`config.mk`:
```
export PLATFORM = sky130hd
export DESIGN_NAME = fetch_unit
export DESIGN_NICKNAME = d
export VERILOG_FILES = /design/src/rtl/fetch_unit.sv
export SDC_FILE = /design/constraint.sdc
export NUM_CORES = 1
export LEC_CHECK = 0
export CAP_MARGIN = 5
export CORE_ASPECT_RATIO = 1.4
export CORE_MARGIN = 2
export CORE_UTILIZATION = 42
export CTS_CLUSTER_SIZE = 20
export DETAILED_ROUTE_END_ITERATION = 10
export GPL_ROUTABILITY_DRIVEN = 0
export PLACE_DENSITY = 0.76
export SKIP_CTS_REPAIR_TIMING = 1
export SYNTH_ARGS = -nofsm -noshare
export SYNTH_HDL_FRONTEND = slang
export SYNTH_SLANG_ARGS = --single-unit
export TNS_END_PERCENT = 1
```
`constraint.sdc`:
```
create_clock -name clk -period 2 [get_ports clk]
set_clock_uncertainty 0.15 [all_clocks]
set_input_delay 0.4 -clock clk [delete_from_list [all_inputs] [get_ports clk]]
set_output_delay 0.4 -clock clk [all_outputs]
set_load 0.02 [all_outputs]
```
`src/rtl/fetch_unit.sv`:
```
`default_nettype none
`timescale 1ns/1ps
// ============================================================================
// Module   : fetch_unit
// Purpose  : Instruction fetch front end. Owns the PC, runs a single
//            outstanding request/response handshake to instruction memory
//            and presents instrF / pc_plus_4F / validF to the IF/ID register.
// Revision : 1.0 - initial release
// ============================================================================
module fetch_unit #(
  parameter logic [31:0] RESET_PC = 32'h0000_0000
) (
  input  logic        clk,
  input  logic        rst,
  input  logic        stallF,
  input  logic        redirect,
  input  logic [31:0] redirect_pc,
  output logic        imem_req,
  output logic [31:0] imem_addr,
  input  logic        imem_ready,
  input  logic        imem_rvalid,
  input  logic [31:0] imem_rdata,
  output logic [31:0] pc_plus_4F,
  output logic [31:0] instrF,
  output logic        validF
);

  localparam logic [2:0] S_IDLE = 3'd0;
  localparam logic [2:0] S_REQ  = 3'd1;
  localparam logic [2:0] S_WAIT = 3'd2;
  localparam logic [2:0] S_HOLD = 3'd3;
  localparam logic [2:0] S_DROP = 3'd4;

  logic [2:0]  state_q, state_d;
  logic [31:0] pc_q, pc_d;
  logic [31:0] instr_q, instr_d;
  logic [31:0] pcp4_q, pcp4_d;

  // Redirect targets are always word aligned.
  logic [31:0] tgt_pc;
  assign tgt_pc = {redirect_pc[31:2], 2'b00};

  // State register.
  always_ff @(posedge clk or negedge rst) begin
    if (!rst) begin
      state_q <= S_IDLE;
    end else begin
      state_q <= state_d;
    end
  end

  // PC and presented-instruction registers.
  always_ff @(posedge clk or negedge rst) begin
    if (!rst) begin
      pc_q    <= RESET_PC;
      instr_q <= 32'd0;
      pcp4_q  <= 32'd0;
    end else begin
      pc_q    <= pc_d;
      instr_q <= instr_d;
      pcp4_q  <= pcp4_d;
    end
  end

  // Next-state and datapath updates; redirect always wins over stall/data.
  always_comb begin
    state_d = state_q;
    pc_d    = pc_q;
    instr_d = instr_q;
    pcp4_d  = pcp4_q;
    case (state_q)
      S_IDLE: state_d = S_REQ;
      S_REQ: begin
        if (redirect) begin
          // An accepted request at the old address must be drained in DROP.
          pc_d    = tgt_pc;
          state_d = imem_ready ? S_DROP : S_REQ;
        end else if (imem_ready) begin
          state_d = S_WAIT;
        end
      end
      S_WAIT: begin
        if (imem_rvalid && redirect) begin
          pc_d    = tgt_pc;
          state_d = S_REQ;
        end else if (imem_rvalid) begin
          instr_d = imem_rdata;
          pcp4_d  = pc_q + 32'd4;
          state_d = S_HOLD;
        end else if (redirect) begin
          pc_d    = tgt_pc;
          state_d = S_DROP;
        end
      end
      S_HOLD: begin
        if (redirect) begin
          pc_d    = tgt_pc;
          state_d = S_REQ;
        end else if (!stallF) begin
          pc_d    = pc_q + 32'd4;
          state_d = S_REQ;
        end
      end
      S_DROP: begin
        if (redirect) begin
          pc_d = tgt_pc;
        end
        if (imem_rvalid) begin
          state_d = S_REQ;
        end
      end
      default: state_d = S_IDLE;
    endcase
  end

  // Outputs decoded from state and PC.
  always_comb begin
    imem_req   = (state_q == S_REQ);
    imem_addr  = pc_q;
    validF     = (state_q == S_HOLD);
    instrF     = instr_q;
    pc_plus_4F = pcp4_q;
  end

endmodule
`default_nettype wire
```
### Word level (Yosys, flattened, before mapping)

Cells that the tools add are included.

| storage, ports and cells | value |
|---|---|
| register bits | 99 |
| bits of input ports | 70 |
| output and inout port bits | 98 |
| logic and storage cells | 38 |

| cells by class | value |
|---|---|
| $add $sub $neg | 1 |
| equal/unequal tests | 9 |
| multiplexer cells | 16 |
| bitwise logic cells | 1 |
| reduce and logical (&&, ||, !) cells | 7 |

Operators by type and width:

| cell | count |
|---|---|
| $mux 32 | 5 |
| $pmux 32 s3 | 1 |
| $add 32x3->32 const B | 1 |
| $mux 3 | 9 |
| $pmux 3 s5 | 1 |
| $eq 3x2->1 const B | 2 |
| $ne 3x3->1 const B | 2 |
| $reduce_and 3->1 | 2 |
| $ne 4x4->1 const B | 1 |
| $reduce_and 4->1 | 1 |
| $eq 3x1->1 const B | 1 |
| $eq 3x3->1 const B | 1 |
| $logic_not 3->1 | 1 |
| $ne 3x2->1 const B | 1 |
| $reduce_bool 3->1 | 1 |
| $ne 2x2->1 const B | 1 |
| $reduce_or 2->1 | 1 |
| $logic_and 1x1->1 | 1 |
| $not 1->1 | 1 |

### Longest topological paths before layout

| logic depth | value |
|---|---|
| depth in word-level cells | 4 |
| mapped depth | 8 |
| depth with buffers taken out | 6 |

### Worst setup path before layout

OpenSTA, ideal clock, no wires.

| path | value |
|---|---|
| path type | flip-flop to flip-flop |
| from | register pc_q[2] (netlist: imem_addr[2]) |
| to | register pc_q[26] (netlist: imem_addr[26]) |
| setup time | 99 ps |
| arrival time | 1956 ps |
| required time | 1751 ps |
| slack | -205 ps |
| stages on the path, launching flop included | 7 |
| buffers on the path | 0 |
| period minus slack after synthesis | 2205 ps |
| cells stage by stage | dfrtp_1 -> ha_1 -> nand3_1 -> nor3_1 -> and3_1 -> a311oi_1 -> a311oi_1 |

| on the way | value |
|---|---|
| word-level cells in the longest chain between the ends | 4 |

RTL lines:

| element | line | text |
|---|---|---|
| from (decl) | 35 | `logic [31:0] pc_q, pc_d;` |
| from (signal assigned) | 59 | `pc_q <= pc_d;` |
| $add 32x3->32 | 100 | `pc_d = pc_q + 32'd4;` |
| $mux 32 | 99 | `end else if (!stallF) begin` |
| $mux 32 | 96 | `if (redirect) begin` |
| $pmux 32 s3 | 71 | `case (state_q)` |

No other way between the ends. The select of a mux whose other input is x is not followed.
A chain may end at the register's enable or synchronous reset.

### Final worst setup path

| path | value |
|---|---|
| from | register pc_q[2] (netlist: imem_addr[2]) |
| to | register pcp4_q[17] (netlist: pc_plus_4F[17]) |

| on the way | value |
|---|---|
| word-level cells in the longest chain between the ends | 1 |

RTL lines:

| element | line | text |
|---|---|---|
| $add 32x3->32 | 88 | `pcp4_d = pc_q + 32'd4;` |
| to (signal assigned) | 61 | `pcp4_q <= pcp4_d;` |
| to (decl) | 37 | `logic [31:0] pcp4_q, pcp4_d;` |

No other way between the ends.

==> results_dict.tcl <==
set metrics [dict create \
    status "finished with violations" \
    failed_checks "negative setup slack" \
    hold_viol_final 0 \
    grt_pass1_vias 4942 \
    route.final.wire_length_microns 15500 \
    worst_setup_hold_path_clk_slew_ps 70 \
    areaGrowthSynthToFinish_pct 55.0 \
    async_flop_share_pct 100 \
    hold_path.class "reg2reg" \
    critical_path.max_stage_delay_ps 440 \
    synth_edf_count 0 \
    finalNonFillerCells 870 \
    remaining_drc_errors 0 \
    initial_utilization_pct 42.9 \
    die_area_sq_um 12900 \
    cp_num_buf_inv 2 \
    drtIter0Drc 393 \
    cp-start-kind "flip-flop" \
    drt_pre_antenna_iters 5 \
    worst_path_max_delay_cell "sky130_fd_sc_hd__nor4_4" \
    die_height_microns 134 \
    total_grt_usage_pct 23.6 \
    via_count 4821 \
    clock_insertion_delay_worst_skew_ps 350 \
    die_w_microns 96.7 \
    mostFrequentLayoutCell "sky130_fd_sc_hd__clkdlybuf4s50_1" \
    critPathMaxFanout 8 \
    synth_area_sq_um 5050 \
    utilization_pct 66.5 \
    tritoncts_clock_tree "done" \
    antenna_found_initial 0 \
    synth_warnings 0 \
    row_count 47 \
    critical_path_required_ps 2110 \
    cp.arrival_ps 2160 \
    timing.final.crit_share_pct 103 \
    detailedPlacementHpwl_microns 11700 \
    nNetsFinal 789 \
    io_buffers 165 \
    diodes 0 \
    finalSetupViolCount 7 \
    drive_above_1_share_pct 21.3 \
    grt-ovfl-total 0 \
    syn-mean-instance-area_sq_um 9.97 \
    dr_wl_cell_microns 17.8 \
    place.detailed.instances 853 \
    report.power.total_mw 11.8 \
    vdd_drop_max_uv 802 \
    max_cap_viol_count 0 \
    most-common-layout-cells "133 x sky130_fd_sc_hd__clkdlybuf4s50_1, 90 x sky130_fd_sc_hd__dfrtp_1, 66 x sky130_fd_sc_hd__buf_4" \
    power.leakage_nw 3.61 \
    unrepaired_setup_endpoints_after_global_routing "true" \
    cts-buffers-inserted 9 \
    cts_num_sinks 99 \
    report.final.slew_viol_count 0 \
    timing.final.crit_period_ps 2050 \
    critPathTopFamily "simple AND/OR/NAND/NOR gates" \
    ios 168 \
    postSynthNetCount 577 \
    post-route-worst-setup-slack_ps -50.9 \
    clk_root_buffer_cell "sky130_fd_sc_hd__clkbuf_16" \
    grt_max_degree 33 \
    timing.critical_path.to_type "flip-flop" \
    synth_seq_area_share_pct 49.1 \
    criticalPathCategory "reg2reg" \
    postRouteAntennaNets 0 \
    maximum_achievable_frequency_mhz 488 \
    r2r_slack_ps -50 \
    postSynthRegisterBits 99 \
    first_pass_grt_wire_length_microns 24600 \
    cts-root-to-sink-buffers 2 \
    hold-worst-slack_ps 325 \
    power.density_nw_per_um2 1510 \
    number_of_h_tree_levels 3 \
    most_frequently_used_flop_master_after_synthesis "sky130_fd_sc_hd__dfrtp_1" \
    max_slew_margin_pct 65.9 \
    worst_slew_pin_slew_ps 508 \
    distinct_cells_synth 56 \
    detailedPlace.worstSlack_ps -313 \
    core_region_area_sq_um 11800 \
    timing.critical_path.cells "buf_6 > nand4_1 > nor4_4 > buf_4 > nand3_1 > xor2_1 > o21ai_0" \
    postSynthCellCount 506 \
    avgViaCountPerCell 5.54 \
]
[power by group]
group,switching [mW],total [mW],internal (mW)
registers,0.727,3.62,2.89
logic,3.36,6.45,3.09
clock network,0.761,1.77,1.01
total,4.85,11.8,6.98
[worst paths after layout]
path | start | to | depth (start not counted)
max reg2reg | imem_addr[2] | pc_plus_4F[17] | 7
min in group asynchronous | rst | imem_addr[10] | 2
max in group asynchronous | rst | imem_addr[17] | 3
min reg2reg | pc_plus_4F[28] | pc_plus_4F[28] | 2
min | pc_plus_4F[28] | pc_plus_4F[28] | 2
max | imem_addr[2] | pc_plus_4F[17] | 7
[final cells by class]
| cell class | count | area, sq um |
|---|---|---|
| tap | 147 | 184 |
| clock inverter | 5 | 61.3 |
| fill | 939 | 3940 |
| inverter | 9 | 33.8 |
| clock buffer | 11 | 243 |
| multi-input combinational | 359 | 2420 |
| sequential | 99 | 2490 |
| timing repair buffer | 240 | 2400 |
[through the flow]
step / setup TNS, ps / cell area [sq um]
6_report: -162 / 7820
4_1_cts: -2420 / 7700
3_5_place_dp: -19280 / 7390
3_3_place_gp: -13260 / 7390
2_1_floorplan: -701 / 5080
5_1_grt: -1400 / 7820
[cells by family (layout without fill, tap and decap cells)]
group	count (synthesis)	in the layout	share of synthesized area, %
buffers and inverters	48	265	4.07
flip-flops	99	99	49.1
multiplexers	45	45	9.82
XOR/XNOR	26	26	4.51
AO/OA/AOI/OAI	111	111	13.9
adder cells (fa/ha/maj)	1	1	0.248
AND/OR/NAND/NOR	176	176	18.4
[per-layer routing]
layer	routed length, microns	global-route usage [%]	share of wire (%)
met1	5990	27.8	39
met2	8070	41.9	52
met3	814	3.73	5.3
met4	573	11.7	3.7
met5	0	0	0
[state kept, by name (all words and copies together), names as in the netlist]
register,cells
state_q,3
imem_addr,32
pc_plus_4F,32
instrF,32
[synthesized netlist by cell type (4+ instances only)]
library cell | instances | area [sq um]
sky130_fd_sc_hd__nand3b_1 | 4 | 30.0
sky130_fd_sc_hd__and3_1 | 10 | 62.6
sky130_fd_sc_hd__nand3_1 | 16 | 80.1
sky130_fd_sc_hd__a21o_1 | 4 | 30.0
sky130_fd_sc_hd__dfrtp_1 | 99 | 2480
sky130_fd_sc_hd__nor3_1 | 11 | 55.1
sky130_fd_sc_hd__nor4_1 | 4 | 25.0
sky130_fd_sc_hd__clkbuf_1 | 21 | 78.8
sky130_fd_sc_hd__and2_1 | 4 | 25.0
sky130_fd_sc_hd__nand2b_1 | 6 | 37.5
sky130_fd_sc_hd__buf_2 | 10 | 50.1
sky130_fd_sc_hd__mux2i_1 | 9 | 90.1
sky130_fd_sc_hd__nand2_1 | 54 | 203
sky130_fd_sc_hd__buf_1 | 4 | 15.0
sky130_fd_sc_hd__o21ai_0 | 36 | 180
sky130_fd_sc_hd__xor2_1 | 16 | 140
sky130_fd_sc_hd__inv_1 | 9 | 33.8
sky130_fd_sc_hd__a21oi_1 | 18 | 90.1
sky130_fd_sc_hd__a311oi_1 | 6 | 52.6
sky130_fd_sc_hd__o22ai_1 | 26 | 163
sky130_fd_sc_hd__nand4_1 | 15 | 93.8
sky130_fd_sc_hd__mux2_2 | 36 | 405
sky130_fd_sc_hd__nor2_1 | 35 | 131
sky130_fd_sc_hd__xnor2_1 | 10 | 87.6
[worst min-delay path, delay by kind of cell (launching register included)]
kind          cells  cell delay (ps)
flops             1              350
simple gates      2              100
(Power assumes the default switching activity.)
